File: src/rtl/fitness_pkg.sv
// Shared types for the full-adder fitness scorer: test-vector layout, FSM states, fitness width.
package fitness_pkg;

  typedef struct packed {
    logic a;
    logic b;
    logic ci;
    logic sum_exp;
    logic co_exp;
  } test_vec_t;

  typedef enum logic [2:0] {
    ST_IDLE,
    ST_APPLY,
    ST_SETTLE,
    ST_SAMPLE,
    ST_DONE
  } state_t;

  // Two scored outputs per vector, so the count spans 0..2*test_count inclusive.
  function automatic int fit_w(input int test_count);
    return $clog2(2 * test_count + 1);
  endfunction

endpackage

File: src/rtl/fitness_vec_mem.sv
// Test-vector store: one synchronous write port, one combinational read port, contents never reset.
module fitness_vec_mem
  import fitness_pkg::*;
#(
  parameter int TEST_COUNT = 8,
  localparam int AW = $clog2(TEST_COUNT),
  localparam int VW = $bits(test_vec_t)
) (
  input  logic          clk,
  input  logic          we,
  input  logic [AW-1:0] waddr,
  input  logic [VW-1:0] wdata,
  input  logic [AW-1:0] raddr,
  output logic [VW-1:0] rdata
);

  logic [VW-1:0] mem [TEST_COUNT];

  always_ff @(posedge clk) begin
    if (we) mem[waddr] <= wdata;
  end

  assign rdata = mem[raddr];

endmodule

File: src/rtl/fitness_scorer.sv
// Drives stored vectors into a candidate full adder and counts matching outputs; a pass takes
// TEST_COUNT*(2+SETTLE_CYCLES)+1 cycles to the done pulse. Define FITNESS_SCORER_FAIL_MASK_EN for fail_mask.
module fitness_scorer
  import fitness_pkg::*;
#(
  parameter int TEST_COUNT    = 8,
  parameter int SETTLE_CYCLES = 1,
  localparam int AW = $clog2(TEST_COUNT),
  localparam int FW = fit_w(TEST_COUNT)
) (
  input  logic          clk,
  input  logic          rst,
  input  logic          start,
  input  logic          vec_we,
  input  logic [AW-1:0] vec_addr,
  input  logic [4:0]    vec_wdata,
  output logic          dut_a,
  output logic          dut_b,
  output logic          dut_ci,
  input  logic          dut_sum,
  input  logic          dut_co,
  output logic          busy,
  output logic          done,
  output logic [FW-1:0] fitness
`ifdef FITNESS_SCORER_FAIL_MASK_EN
  ,
  output logic [TEST_COUNT-1:0] fail_mask
`endif
);

  state_t        state;
  logic [AW-1:0] idx;
  logic [3:0]    settle_cnt;
  logic [4:0]    rd_word;
  test_vec_t     cur_vec;
  logic          mem_we;
  logic          sum_ok;
  logic          co_ok;
  logic [1:0]    score;

  // Writes are only honoured while idle so a running pass sees a stable vector set.
  assign mem_we = vec_we && (state == ST_IDLE);

  fitness_vec_mem #(
    .TEST_COUNT(TEST_COUNT)
  ) u_vec_mem (
    .clk  (clk),
    .we   (mem_we),
    .waddr(vec_addr),
    .wdata(vec_wdata),
    .raddr(idx),
    .rdata(rd_word)
  );

  assign cur_vec = rd_word;

  // An unknown candidate output fails the equality test and so scores as a mismatch.
  always_comb begin
    sum_ok = 1'b0;
    co_ok  = 1'b0;
    if (dut_sum == cur_vec.sum_exp) sum_ok = 1'b1;
    if (dut_co == cur_vec.co_exp) co_ok = 1'b1;
    score = {1'b0, sum_ok} + {1'b0, co_ok};
  end

  always_ff @(posedge clk or negedge rst) begin
    if (!rst) begin
      state      <= ST_IDLE;
      idx        <= '0;
      settle_cnt <= '0;
      busy       <= 1'b0;
      done       <= 1'b0;
      fitness    <= '0;
      dut_a      <= 1'b0;
      dut_b      <= 1'b0;
      dut_ci     <= 1'b0;
    end else begin
      done <= 1'b0;
      case (state)
        ST_IDLE: begin
          if (start) begin
            fitness <= '0;
            idx     <= '0;
            busy    <= 1'b1;
            state   <= ST_APPLY;
          end
        end
        ST_APPLY: begin
          dut_a      <= cur_vec.a;
          dut_b      <= cur_vec.b;
          dut_ci     <= cur_vec.ci;
          settle_cnt <= 4'(SETTLE_CYCLES);
          state      <= (SETTLE_CYCLES == 0) ? ST_SAMPLE : ST_SETTLE;
        end
        ST_SETTLE: begin
          settle_cnt <= settle_cnt - 4'd1;
          if (settle_cnt == 4'd1) state <= ST_SAMPLE;
        end
        ST_SAMPLE: begin
          fitness <= fitness + FW'(score);
          if (idx == AW'(TEST_COUNT - 1)) begin
            state <= ST_DONE;
          end else begin
            idx   <= idx + AW'(1);
            state <= ST_APPLY;
          end
        end
        ST_DONE: begin
          done  <= 1'b1;
          busy  <= 1'b0;
          state <= ST_IDLE;
        end
        default: state <= ST_IDLE;
      endcase
    end
  end

`ifdef FITNESS_SCORER_FAIL_MASK_EN
  always_ff @(posedge clk or negedge rst) begin
    if (!rst) begin
      fail_mask <= '0;
    end else if (state == ST_IDLE && start) begin
      fail_mask <= '0;
    end else if (state == ST_SAMPLE && score != 2'd2) begin
      fail_mask[idx] <= 1'b1;
    end
  end
`endif

endmodule

File: config.mk
export PLATFORM = sky130hd
export DESIGN_NAME = fitness_scorer
export DESIGN_NICKNAME = d
export VERILOG_FILES = /design/src/rtl/fitness_pkg.sv /design/src/rtl/fitness_vec_mem.sv /design/src/rtl/fitness_scorer.sv
export SDC_FILE = /design/constraint.sdc
export NUM_CORES = 1
export LEC_CHECK = 0
export CORE_MARGIN = 8
export CORE_UTILIZATION = 56
export CTS_CLUSTER_SIZE = 28
export DETAILED_ROUTE_END_ITERATION = 12
export GPL_ROUTABILITY_DRIVEN = 1
export PLACE_DENSITY = 0.78
export SYNTH_ARGS = -nofsm -noshare
export SYNTH_HDL_FRONTEND = slang
export SYNTH_SLANG_ARGS = --single-unit
File: constraint.sdc
create_clock -name clk -period 7.2 [get_ports clk]
set_input_delay 1.44 -clock clk [delete_from_list [all_inputs] [get_ports clk]]
set_output_delay 1.44 -clock clk [all_outputs]
set_load 0.01 [all_outputs]
# Word-level counts from Yosys, hierarchy flattened
# Memory sizes are Yosys's and may differ from the RTL's.
# Index checks and enable logic that the tools add are counted.
totals:
  regBits: 20
  mem_bits_rw: 40
  inputBits: 14
  output_inout_bits: 10
  word_cells: 51
  memories: 1
memory_table:
  columns: ["name", "depth", "width", "read_ports", "rd_clocked_by_memory_dff", "wr", "line", "rtl"]
  rows:
  - ["u_vec_mem.mem", 8, 5, 1, 0, 1, "fitness_vec_mem.sv:17", "logic [VW-1:0] mem [TEST_COUNT];"]
classes:
  add_sub_neg: 4
  n_eq_ne: 11
  muxes: 17
  n_reduce_logical: 9
ops:
  columns: ["cell", "n"]
  rows:
  - ["2-to-1 mux 3 bit", 5]
  - ["case mux 3 bit (4 select lines)", 1]
  - ["case mux 5 bit (2 select lines)", 1]
  - ["case mux 4 bit (2 select lines)", 1]
  - ["== test 3 x 2 -> 1 bit, second input constant", 2]
  - ["== test 3 bit, second input constant", 2]
  - ["2-to-1 mux 1 bit", 6]
  - ["!= test 2 bit, second input constant", 3]
  - ["case mux 3 bit (2 select lines)", 1]
  - ["AND reduction 2 bit", 3]
  - ["nonzero test 2 bit", 3]
  - ["adder 5 x 2 -> 5 bit", 1]
  - ["2-to-1 mux 5 bit", 1]
  - ["== test 4 x 1 -> 1 bit, second input constant", 1]
  - ["subtractor 4 x 1 -> 4 bit, second input constant", 1]
  - ["adder 3 x 1 -> 3 bit, second input constant", 1]
  - ["== test 3 x 1 -> 1 bit, second input constant", 1]
  - ["logical NOT 3 bit", 1]
  - ["AND reduction 3 bit", 1]
  - ["adder 1 x 1 -> 2 bit", 1]
  - ["== test 1 bit", 2]
  - ["case mux 1 bit (2 select lines)", 1]
  - ["logical AND 1 bit", 1]

# Depth between registers and ports, before layout
# An unclocked memory read counts as a cell.
logic_depth:
  word_depth: 6
  mapped_depth: 10
  ltp_nobuf: 9

# Hierarchy
# A second synthesis with hierarchy kept.
hier_totals:
  cells_unflattened: 164
  area_unflattened_um2: 2641.3
modules_own_cells:
  columns: ["module", "n_inst", "cells_each", "area_each_um2", "seq_area_each_um2"]
  rows:
  - ["fitness_vec_mem", 1, 70, 1594.0, 1201.2]
  - ["fitness_scorer", 1, 94, 1047.3, 500.5]

# Worst setup path after synthesis
# No wires, ideal clock.
synth_path:
  path_type: "input port to flip-flop"
  from: "in dut_sum"
  to: "reg fitness[4]"
  setup_time_ns: 0.121
  arrival_time_ns: 2.580
  required_time_ns: 7.079
  path_slack_ns: 4.499
  path_stages: 7
  n_path_buf: 0
  cell_sequence: "xnor2_1 > fa_1 > inv_1 > ha_1 > nand3_1 > xnor2_1 > a22o_1"
synth_via:
  elab_chain_len: 5
synth_lines:
  columns: ["item", "line", "rtl"]
  rows:
  - ["start, declared", "fitness_scorer.sv:20", "input logic dut_sum,"]
  - ["== test 1 bit", "fitness_scorer.sv:61", "if (dut_sum == cur_vec.sum_exp) sum_ok = 1'b1;"]
  - ["2-to-1 mux 1 bit", "fitness_scorer.sv:61", null]
  - ["adder 1 x 1 -> 2 bit", "fitness_scorer.sv:63", "score = {1'b0, sum_ok} + {1'b0, co_ok};"]
  - ["adder 5 x 2 -> 5 bit", "fitness_scorer.sv:100", "fitness <= fitness + FW'(score);"]
  - ["case mux 5 bit (2 select lines)", "fitness_scorer.sv:79", "case (state)"]
  - ["end signal, assigned", "fitness_scorer.sv:100", null]
  - ["end, declared", "fitness_scorer.sv:24", "output logic [FW-1:0] fitness"]
# Every way passes these cells.
# A chain may end at the register's enable or synchronous reset.

# Worst setup path after layout
layout_path:
  from: "reg idx[0]"
  to: "reg fitness[2]"
layout_via:
  elab_chain_len: 6
  word_cells_on_any_way: 8
  cone_classes: "add/sub (2); eq/ne (2); mux (3); memory (1)"
layout_lines:
  columns: ["item", "line", "rtl"]
  rows:
  - ["start, declared", "fitness_scorer.sv:32", "logic [AW-1:0] idx;"]
  - ["start signal, assigned", "fitness_scorer.sv:104", "idx <= idx + AW'(1);"]
  - ["memory read (8 x 5 bit) (*)", null, null]
  - ["== test 1 bit, on equally long branches", "fitness_scorer.sv:61, fitness_scorer.sv:62", null]
  - ["2-to-1 mux 1 bit, on equally long branches", "fitness_scorer.sv:61, fitness_scorer.sv:62", null]
  - ["adder 1 x 1 -> 2 bit (*)", "fitness_scorer.sv:63", null]
  - ["adder 5 x 2 -> 5 bit (*)", "fitness_scorer.sv:100", null]
  - ["case mux 5 bit (2 select lines) (*)", "fitness_scorer.sv:79", null]
# Every way passes the cells marked *; elsewhere a longest branch is shown, timed or not.

==> summary.txt <==
Status
  • Status: finished clean

Synth
  • Main combinational cell family by area after synthesis: multiplexers
  • Distinct cells, synth: 41
  • Mux cell area share after synthesis: 12.9%
  • Simple-Gate Fraction of Synth Area: between 8 and 9%
  • Leading cell type by number of instances after synthesis: edfxtp_1
  • Main flop type after synthesis: edfxtp_1
  • Gate Count Post-Synth: 180
  • Yosys warns: 0
  • Async S/R FF share, synth: around 33%
  • Post-synthesis register bit count: 60
  • XOR/XNOR Fraction of Synth Area: around 1.3%
  • Post-synthesis adder-cell area fraction: about 3.1%
  • Commonest cells in the netlist: edfxtp_1, dfrtp_1, mux2i_1, nor2_1
  • Avg Cell Area, Syn: 14.8 um^2
  • Sequential share of the synthesized area: between 60% and 70%
  • Synth Net Count: 200
  • Compound-gate portion of the synthesized area: 6.63%
  • Mapped cell area: approximately 0.0027 mm^2
  • Leading post-synthesis cells by cell area: edfxtp_1, dfrtp_1, mux2i_1
  • Yosys top cell by area: edfxtp_1
  • Top-area cell type share of the netlist area: 45.1%
  • Number of synthesized flops with an enable pin: 40

Critical path
  • FF-to-FF End: fitness[2]
  • WP data arrival: 3410 ps
  • Crit Path Max Fanout: 20
  • CP Launch Type: flop
  • Critical R2R Launch: idx[0]
  • Worst R2R Path Depth: 9
  • CP required: ~7400 ps
  • CP startpoint: idx[0]
  • Critical path class: reg -> reg
  • Crit. End Element: flop
  • Setup crit end: fitness[2]
  • Flop2flop setup slack: approximately 4000 ps

Finish
  • Share of cells above drive strength 1: about a tenth
  • Post-layout util: 66.1%
  • Syn-to-layout area delta: 15.7%
  • FILL cells: 340
  • # diodes: 0
  • Final #Nets: 225

STA
  • Relative slew slack: around a third
  • Slew @ Worst Pin: ~1000 ps
  • Clk_skew: 5.97 ps
  • Final slew viol count: 0
  • Hold Vio Cnt, Final: 0
  • Final setup margin: 3990 ps
  • Fmax: 311 MHz
  • Tcrit/Tclk final: 44.7%
  • RSZ-0062 raised after global routing: false
  • Tmin final: around 3200 ps
  • Final setup viols: 0
  • Setup TNS: 0 ps

Clock tree
  • CTS tree: yes
  • Resize count post-CTS: 0
  • Clk root buf: clkbuf_8
  • Clk_lat worst skew: around 320 ps
  • Num CTS Buffers: 9
  • Clock H-tree levels: 3
  • Postcts setup bufs: 0
  • Reg clk slew, reported paths: 70 ps
  • Hold Buf Count CTS: 0
  • Longest Clk Path Bufs: 2
  • Clock sink total: 60

Placed design
  • Pre-CTS setup slack: roughly 3700 ps
  • GP Congestion: approximately 0.72
  • Final HPWL DP: 3470 um
  • Port Buffers: 23

Power
  • Lkg Pwr: around 1.1 nW
  • Peak VDD IR: around 0.15 mV
  • Pwr Density: about 360 mW/mm^2

Route
  • Vias: 1,541
  • Drt initial violations: 63
  • Final ANT Viol Nets: 0
  • Drt wl/cell: ~18 um
  • Pre-antenna DRT Iters: 4
  • Routed wire length: 4800 um
  • Drt via density: ~6
  • Remaining DRCs: 0

Floorplan
  • I/O pin count: 24
  • Num rows: 25
  • Die area: between 0.007 and 0.008 mm^2
  • Die W: between 80 and 90 um
  • Die span in y: 84.9 um
  • Initial core utilization: a little under three fifths
  • Core Box Area: between 0.004 and 0.005 mm^2

Flow run
  • Number of max-cap violations: 0

Global routing
  • GRT Util Overall: 14.2%
  • Largest net degree at the start of global routing: 21
  • Initial antenna violation count: 0
  • Number of global-route vias before repair: about 1,600
  • Global route total overflow: 0
  • First-pass GRT wire length: between 7000 and 8000 um

Min path
  • Worst hold path class: reg -> reg
per-stage QoR:
step,cell area (um^2),total power [W],instances,hold slack (ps)
finish,3080,0.00111,264,500
global route,3080,0.00118,264,521
CTS,3080,0.00112,264,508
detailed placement,2900,0.000834,248,484
global placement,2900,0.000813,248,475
floorplan,2660,0.000748,180,518
kinds of logic after synthesis:
family                   count (synthesis)
flip-flops                              60
AO/OA/AOI/OAI                           26
buffers and inverters                   16
adder cells (fa/ha/maj)                  6
multiplexers                            26
AND/OR/NAND/NOR                         42
XOR/XNOR                                 4
worst min path at each step:
stage / start / endpoint / cells after the start
global placement: dut_b / dut_b / 2
global route: fitness[3] / fitness[3] / 1
floorplan: settle_cnt[3] / settle_cnt[3] / 2
CTS: dut_a / dut_a / 2
finish: dut_b / dut_b / 2
detailed placement: dut_b / dut_b / 2
power by group:
part	switching (W)	total [W]	internal (W)
clock	0.000124	0.000281	0.000156
sequential	0.0000881	0.000502	0.000414
combinational	0.000138	0.000325	0.000187
placed cells by master (no fill, tap or decap), types with 2 or more instances in the layout:
| cell type | n |
|---|---|
| clkinv_1 | 2 |
| nand2b_1 | 4 |
| a21o_1 | 2 |
| o21ai_1 | 3 |
| mux4_2 | 4 |
| nand2_1 | 7 |
| nor3b_1 | 2 |
| ha_1 | 5 |
| a21oi_1 | 6 |
| clkinv_2 | 2 |
| dfrtp_1 | 20 |
| a221oi_1 | 2 |
| and2_1 | 2 |
| nor3_1 | 4 |
| nor4b_1 | 2 |
| inv_1 | 7 |
| a22o_1 | 4 |
| o22ai_1 | 2 |
| mux4_1 | 2 |
| clkbuf_8 | 9 |
| mux2i_1 | 19 |
| nand3b_1 | 3 |
| edfxtp_1 | 40 |
| xnor2_1 | 4 |
| nor2_1 | 11 |
| o21ai_0 | 3 |
| clkdlybuf4s50_1 | 23 |
critical path, cell delays in order, from the launching register on:
cell      delay, ps
dfrtp_1        1010
mux4_1          680
mux2i_1         200
xnor2_1         100
fa_1            390
inv_1            70
ha_1            180
inv_1            50
a221oi_1        260
mux2i_1         130
final cells by class:
type                       count  area (um^2)  area share (%)
sequential                    60         1700            55.2
multi-input combinational    104          872            28.3
timing repair buffer          23          230            7.47
clock buffer                  10          128            4.14
tap                           54         67.6            2.19
clock inverter                 6         55.1            1.79
inverter                       7         26.3           0.853
flip-flops by register name (all words and copies together) (netlist names):
signal,cells
busy,1
done,1
dut_a,1
dut_b,1
dut_ci,1
fitness,5
idx,3
settle_cnt,4
state,3
u_vec_mem.mem,40
routing by layer:
metal	routed length, um	global-route usage, %
met4	72	7.77
met1	2100	17.1
met2	2440	22.9
met3	182	3.38
met5	0	0
Note: power is estimated with default switching activity, not from simulation.
==> RTL change 1 (same flow settings) <==
The option `FITNESS_SCORER_FAIL_MASK_EN` is turned on by a define.
--- a/src/rtl/fitness_scorer.sv
+++ b/src/rtl/fitness_scorer.sv
@@ -1,4 +1,6 @@
 // Drives stored vectors into a candidate full adder and counts matching outputs; a pass takes
 // TEST_COUNT*(2+SETTLE_CYCLES)+1 cycles to the done pulse. Define FITNESS_SCORER_FAIL_MASK_EN for fail_mask.
+`define FITNESS_SCORER_FAIL_MASK_EN
+
 module fitness_scorer
   import fitness_pkg::*;
Behaviour (old outputs only; new: fail_mask): unchanged (equiv_simple and equiv_induct, registers matched by name and starting in step).
==> RTL change 1 against the unedited design <==
- final area increased by 13%
- synthesized cell count up 27%
- first-iteration DRC count is 25% higher
- setup slack better by 0.089 ns
- routed wire length up 15%
- critical endpoint is now fitness[4]$_DFFE_PN0P_
- sequential cell count is 8 higher
- total power grew 20%
- critical path type unchanged
- clock skew up 0.0033 ns
- synthesized area up 11%
==> RTL change 1: results (changes against the unedited design) <==
stage;metric;value;unit;change
logic_synthesis;Yosys warnings;0;;unchanged
global_routing;vias in the first global route;1844;;was 1554
final_layout;Top Registers;u_vec_mem.mem x40, fail_mask x8, fitness x5;;was u_vec_mem.mem x40, fitness x5, settle_cnt x4
pwr;Leak;0.00130;uW;was 0.00114 uW
placed_design;Detailed Place HPWL;3830;microns;was 3470 microns
pwr;VDD IR-drop max;0.205;mV;was 0.151 mV
final_layout;share of cells above drive strength 1;0.0943;;was 0.0952
routing;met3 wire length;258;microns;was 182 microns
clock_network;CTS Root Buffer Type;clkbuf_8;;unchanged
critical_path;CP max stage delay;0.70;ns;was 1.01 ns
routing;Detailed Route WL;5540;microns;was 4800 microns
critical_path;Max FO, Critical Path;15;;was 20
clock_network;Post CTS Setup Buffer Count;0;;unchanged
timing;clock skew;0.00923;ns;was 0.00597 ns
final_layout;fill count;400;;was 340
routing;wire length on met2;2760;microns;was 2440 microns
logic_synthesis;syn nets;250;;was 200
clock_network;Worst-Skew Late Latency;0.34;ns;was 0.32 ns
global_routing;met2 usage;0.244;;was 0.229
global_routing;met1 Use GR;0.191;;was 0.171
placed_design;Post-Place Setup Slack;3.79;ns;was 3.67 ns
critical_path;crit path DAT;3.32;ns;was 3.41 ns
clock_network;cts bufs inserted;9;;unchanged
placed_design;I/O Buffers;31;;was 23
logic_synthesis;most frequent cells after synthesis;edfxtp_1 (40), dfrtp_1 (28), nor2_1 (26);;was edfxtp_1 (40), dfrtp_1 (20), mux2i_1 (19)
routing;Initial DRC Count;79;;was 63
final_layout;final net count;282;;was 225
logic_synthesis;asr flop ratio synth;0.412;;was 0.333
global_routing;largest net degree at the start of global routing;29;;was 21
global_routing;Total GRT Usage;0.156;;was 0.142
routing;wire length on met1;2450;microns;was 2100 microns
status;outcome;complete, no violations;;unchanged
logic_synthesis;synth top area cells;edfxtp_1 (41%), dfrtp_1 (24%), nor2_1 (3.3%), ha_1 (3.0%), a21oi_1 (2.7%);;was edfxtp_1 (45%), dfrtp_1 (19%), mux2i_1 (7.1%), mux4_2 (3.4%), ha_1 (2.4%)
critical_path;CP max stage cell;dfrtp_1;;unchanged
logic_synthesis;sequential fraction of the synthesis area;0.647;;was 0.639
global_routing;first-pass GRT wire length;9000;microns;was 7800 microns
routing;Detailed Routing Iterations Pass 1;4;;unchanged
timing;Worst-Margin Slew;0.869;ns;was 1.01 ns
logic_synthesis;Yosys cell types;43;;was 41
routing;max layer used;met4;;unchanged
placed_design;Final GP Congestion;0.777;;was 0.722
global_routing;GR Util met3;0.0436;;was 0.0338
routing;Via Count;1849;;was 1541
[RTL change 1: cell count changes after synthesis, moves of 5 or more]
| cell | before | now |
|---|---|---|
| a21oi_1 | 6 | 16 |
| o21ai_0 | 3 | 10 |
| nand3_1 | 1 | 7 |
| mux2_2 | 1 | 6 |
| nor2_1 | 11 | 26 |
| dfrtp_1 | 20 | 28 |
| mux2i_1 | 19 | 6 |
[RTL change 1: critical path: cells and delay by family, from the launching register on]
kind | cells | cell delay, ns
AO/OA/AOI/OAI | 3 | 0.54
AND/OR/NAND/NOR | 1 | 0.14
multiplexers | 1 | 0.40
flip-flops | 1 | 0.70
XOR/XNOR | 2 | 0.29
buffers and inverters | 1 | 0.06
adder cells (fa/ha/maj) | 3 | 0.84
[RTL change 1: metrics by stage]
| step | utilization | area (sq um) | std cells | hold slack (ns) |
|---|---|---|---|---|
| after floorplan | - | 2940 | 228 | 0.518 |
| after global placement | 0.649 | 3290 | 319 | 0.485 |
| after detailed placement | 0.649 | 3290 | 319 | 0.490 |
| after CTS | 0.686 | 3480 | 335 | 0.509 |
| after global routing | 0.686 | 3480 | 335 | 0.524 |
| final | 0.686 | 3480 | 335 | 0.505 |
[RTL change 1: final timing paths]
kind                                              to  cells past startpoint                     start  slack [ns]
setup / recovery              fitness[4]$_DFFE_PN0P_                     11        idx[1]$_DFFE_PN0P_        4.07
hold / removal              fail_mask[0]$_DFFE_PN0P_                      2  fail_mask[0]$_DFFE_PN0P_        0.50
setup reg to reg              fitness[4]$_DFFE_PN0P_                     11        idx[1]$_DFFE_PN0P_        4.07
hold reg to reg             fail_mask[0]$_DFFE_PN0P_                      2  fail_mask[0]$_DFFE_PN0P_        0.50
max in group asynchronous         idx[2]$_DFFE_PN0P_                      2                       rst        5.44
min in group asynchronous  settle_cnt[2]$_DFFE_PN0N_                      2                       rst        1.48
[RTL change 1: final cells by class]
cell class	instances	area (sq um)	area share
Tap cell	70	87.6	0.0252
Sequential cell	68	1900	0.547
Inverter	11	41.3	0.0119
Timing Repair Buffer	32	318	0.0913
Multi-Input combinational cell	138	945	0.271
Clock buffer	11	131	0.0378
Clock inverter	5	55.1	0.0158
[RTL change 1: kinds of logic (layout without fill, tap and decap cells)]
kind of cell             Yosys count  count (layout)  share of synthesized area
buffers and inverters             22              59                     0.0323
multiplexers                      16              16                     0.0702
AO/OA/AOI/OAI                     48              48                      0.102
AND/OR/NAND/NOR                   62              62                      0.100
adder cells (fa/ha/maj)            8               8                     0.0366
flip-flops                        68              68                      0.647
XOR/XNOR                           4               4                     0.0119
[RTL change 1: power breakdown]
group	leakage (uW)	total [uW]	switching [uW]	internal (uW)
Sequential	0.000716	585	102	483
Clock	0.0000893	298	139	159
Combinational	0.000499	449	219	230
==> RTL change 2 (config.mk and constraints unchanged) <==
Without the edit above. Register the output `dut_b` once more, cleared by the reset; this adds one clock of latency there. The other outputs are not delayed to match.
--- a/src/rtl/fitness_scorer.sv
+++ b/src/rtl/fitness_scorer.sv
@@ -28,4 +28,6 @@
 `endif
 );
+
+  logic dut_b_s0;
 
   state_t        state;
@@ -73,5 +75,5 @@
       fitness    <= '0;
       dut_a      <= 1'b0;
-      dut_b      <= 1'b0;
+      dut_b_s0   <= 1'b0;
       dut_ci     <= 1'b0;
     end else begin
@@ -88,5 +90,5 @@
         ST_APPLY: begin
           dut_a      <= cur_vec.a;
-          dut_b      <= cur_vec.b;
+          dut_b_s0   <= cur_vec.b;
           dut_ci     <= cur_vec.ci;
           settle_cnt <= 4'(SETTLE_CYCLES);
@@ -128,4 +130,12 @@
 `endif
 
+  always_ff @(posedge clk or negedge rst) begin
+    if (!rst) begin
+      dut_b <= '0;
+    end else begin
+      dut_b <= dut_b_s0;
+    end
+  end
+
 endmodule
 
Function: changed (a bounded check fails within 4 cycles, from zero or initial values and one cycle with rst low).
==> RTL change 2 against the unedited design <==
- largest cell class unchanged
- clock power decreased by 5%
- synthesized area up 1.2%
- sequential cell count is 1 higher
- critical path depth fell by 5
- final area rose by 0.53%
- setup slack got worse by 0.057 ns
- total power down 0.39%
- routed wire length up 4.1%
- fmax down 1.8%
==> RTL change 2: results (changes against the unedited design) <==
stage;metric;value;unit;change
logic_synthesis;asr flop ratio synth;0.344;;was 0.333
status;outcome;complete, no violations;;unchanged
final_layout;final net count;224;;was 225
final_layout;non-clk buf share;0.0743;;was 0.0747
placed_design;Final GP Congestion;0.801;;was 0.722
final_layout;sequential share of cell area;0.558;;was 0.552
pwr;VDD IR-drop max;0.160;mV;was 0.151 mV
critical_path;Crit path max-delay family;simple AND/OR/NAND/NOR gates;;was multiplexers
clock_network;CTS Sinks;61;;was 60
global_routing;vias in the first global route;1632;;was 1554
global_routing;Total GRT Usage;0.154;;was 0.142
timing;clock skew;0.0109;ns;was 0.00597 ns
logic_synthesis;sequential fraction of the synthesis area;0.641;;was 0.639
final_layout;clock buffer count;14;;was 10
final_layout;share of cells above drive strength 1;0.0909;;was 0.0952
logic_synthesis;most frequent cells after synthesis;edfxtp_1 (40), dfrtp_1 (21), mux2i_1 (16);;was edfxtp_1 (40), dfrtp_1 (20), mux2i_1 (19)
clock_network;Worst-Skew Late Latency;0.34;ns;was 0.32 ns
logic_synthesis;synth top area cells;edfxtp_1 (45%), dfrtp_1 (20%), mux2i_1 (5.9%), mux4_1 (3.9%), mux4_2 (2.5%);;was edfxtp_1 (45%), dfrtp_1 (19%), mux2i_1 (7.1%), mux4_2 (3.4%), ha_1 (2.4%)
global_routing;first-pass GRT wire length;8330;microns;was 7800 microns
global_routing;largest net degree at the start of global routing;22;;was 21
final_layout;multi-input logic portion of the cell area;0.282;;was 0.283
routing;Initial DRC Count;66;;was 63
routing;per-cell routed wire length;19.0;microns;was 18.2 microns
final_layout;comb_multi_in;102;;was 104
critical_path;CP max stage delay;0.60;ns;was 1.01 ns
critical_path;CP max stage cell;nor3_1;;was dfrtp_1
[RTL change 2: worst paths after layout]
kind	from	end	slack, ns	cells after the start
setup / recovery	vec_we	u_vec_mem.mem[0][1]$_DFFE_PP_	3.93	4
hold / removal	dut_b_s0$_DFFE_PN0P_	dut_b$_DFF_PN0_	0.39	0
setup reg to reg	idx[0]$_DFFE_PN0P_	fitness[4]$_DFFE_PN0P_	4.05	9
hold reg to reg	dut_b_s0$_DFFE_PN0P_	dut_b$_DFF_PN0_	0.39	0
max in group asynchronous	rst	dut_a$_DFFE_PN0P_	5.01	1
min in group asynchronous	rst	settle_cnt[2]$_DFFE_PN0N_	1.61	1
[RTL change 2: kinds of logic (layout without fill, tap and decap cells)]
family,count (synthesis),in the layout,share of synthesized area
AOI/OAI and AO/OA,26,26,0.0655
xor gates and xnor gates,4,4,0.0130
adders and majority gates,6,6,0.0307
buffers and inverters,17,46,0.0339
DFF,61,61,0.641
muxes,24,24,0.128
and+or+nand+nor,42,42,0.0878
[RTL change 2: through the flow]
stage	util	setup slack (ns)	area (sq um)	hold WS (ns)
floorplan	-	4.50	2690	0.354
global placement	0.623	3.74	2930	0.362
detailed placement	0.623	3.58	2930	0.376
CTS	0.660	3.92	3100	0.390
global route	0.660	3.74	3100	0.397
finish	0.660	3.93	3100	0.387
[RTL change 2: power breakdown]
part / internal (uW) / total [uW] / leakage, uW / switching [uW]
combinational: 186 / 324 / 0.000433 / 139
clock: 142 / 268 / 0.0000881 / 125
sequential: 423 / 512 / 0.000628 / 89.3
total: 751 / 1100 / 0.00115 / 354
[RTL change 2: metal layers]
metal | wire length (microns) | GRT usage | up-vias
met4 | 125 | 0.0924 | 0
met1 | 2150 | 0.180 | 787
li1 | - | - | 729
met3 | 207 | 0.0454 | 11
met5 | 0 | 0 | -
met2 | 2520 | 0.244 | 44
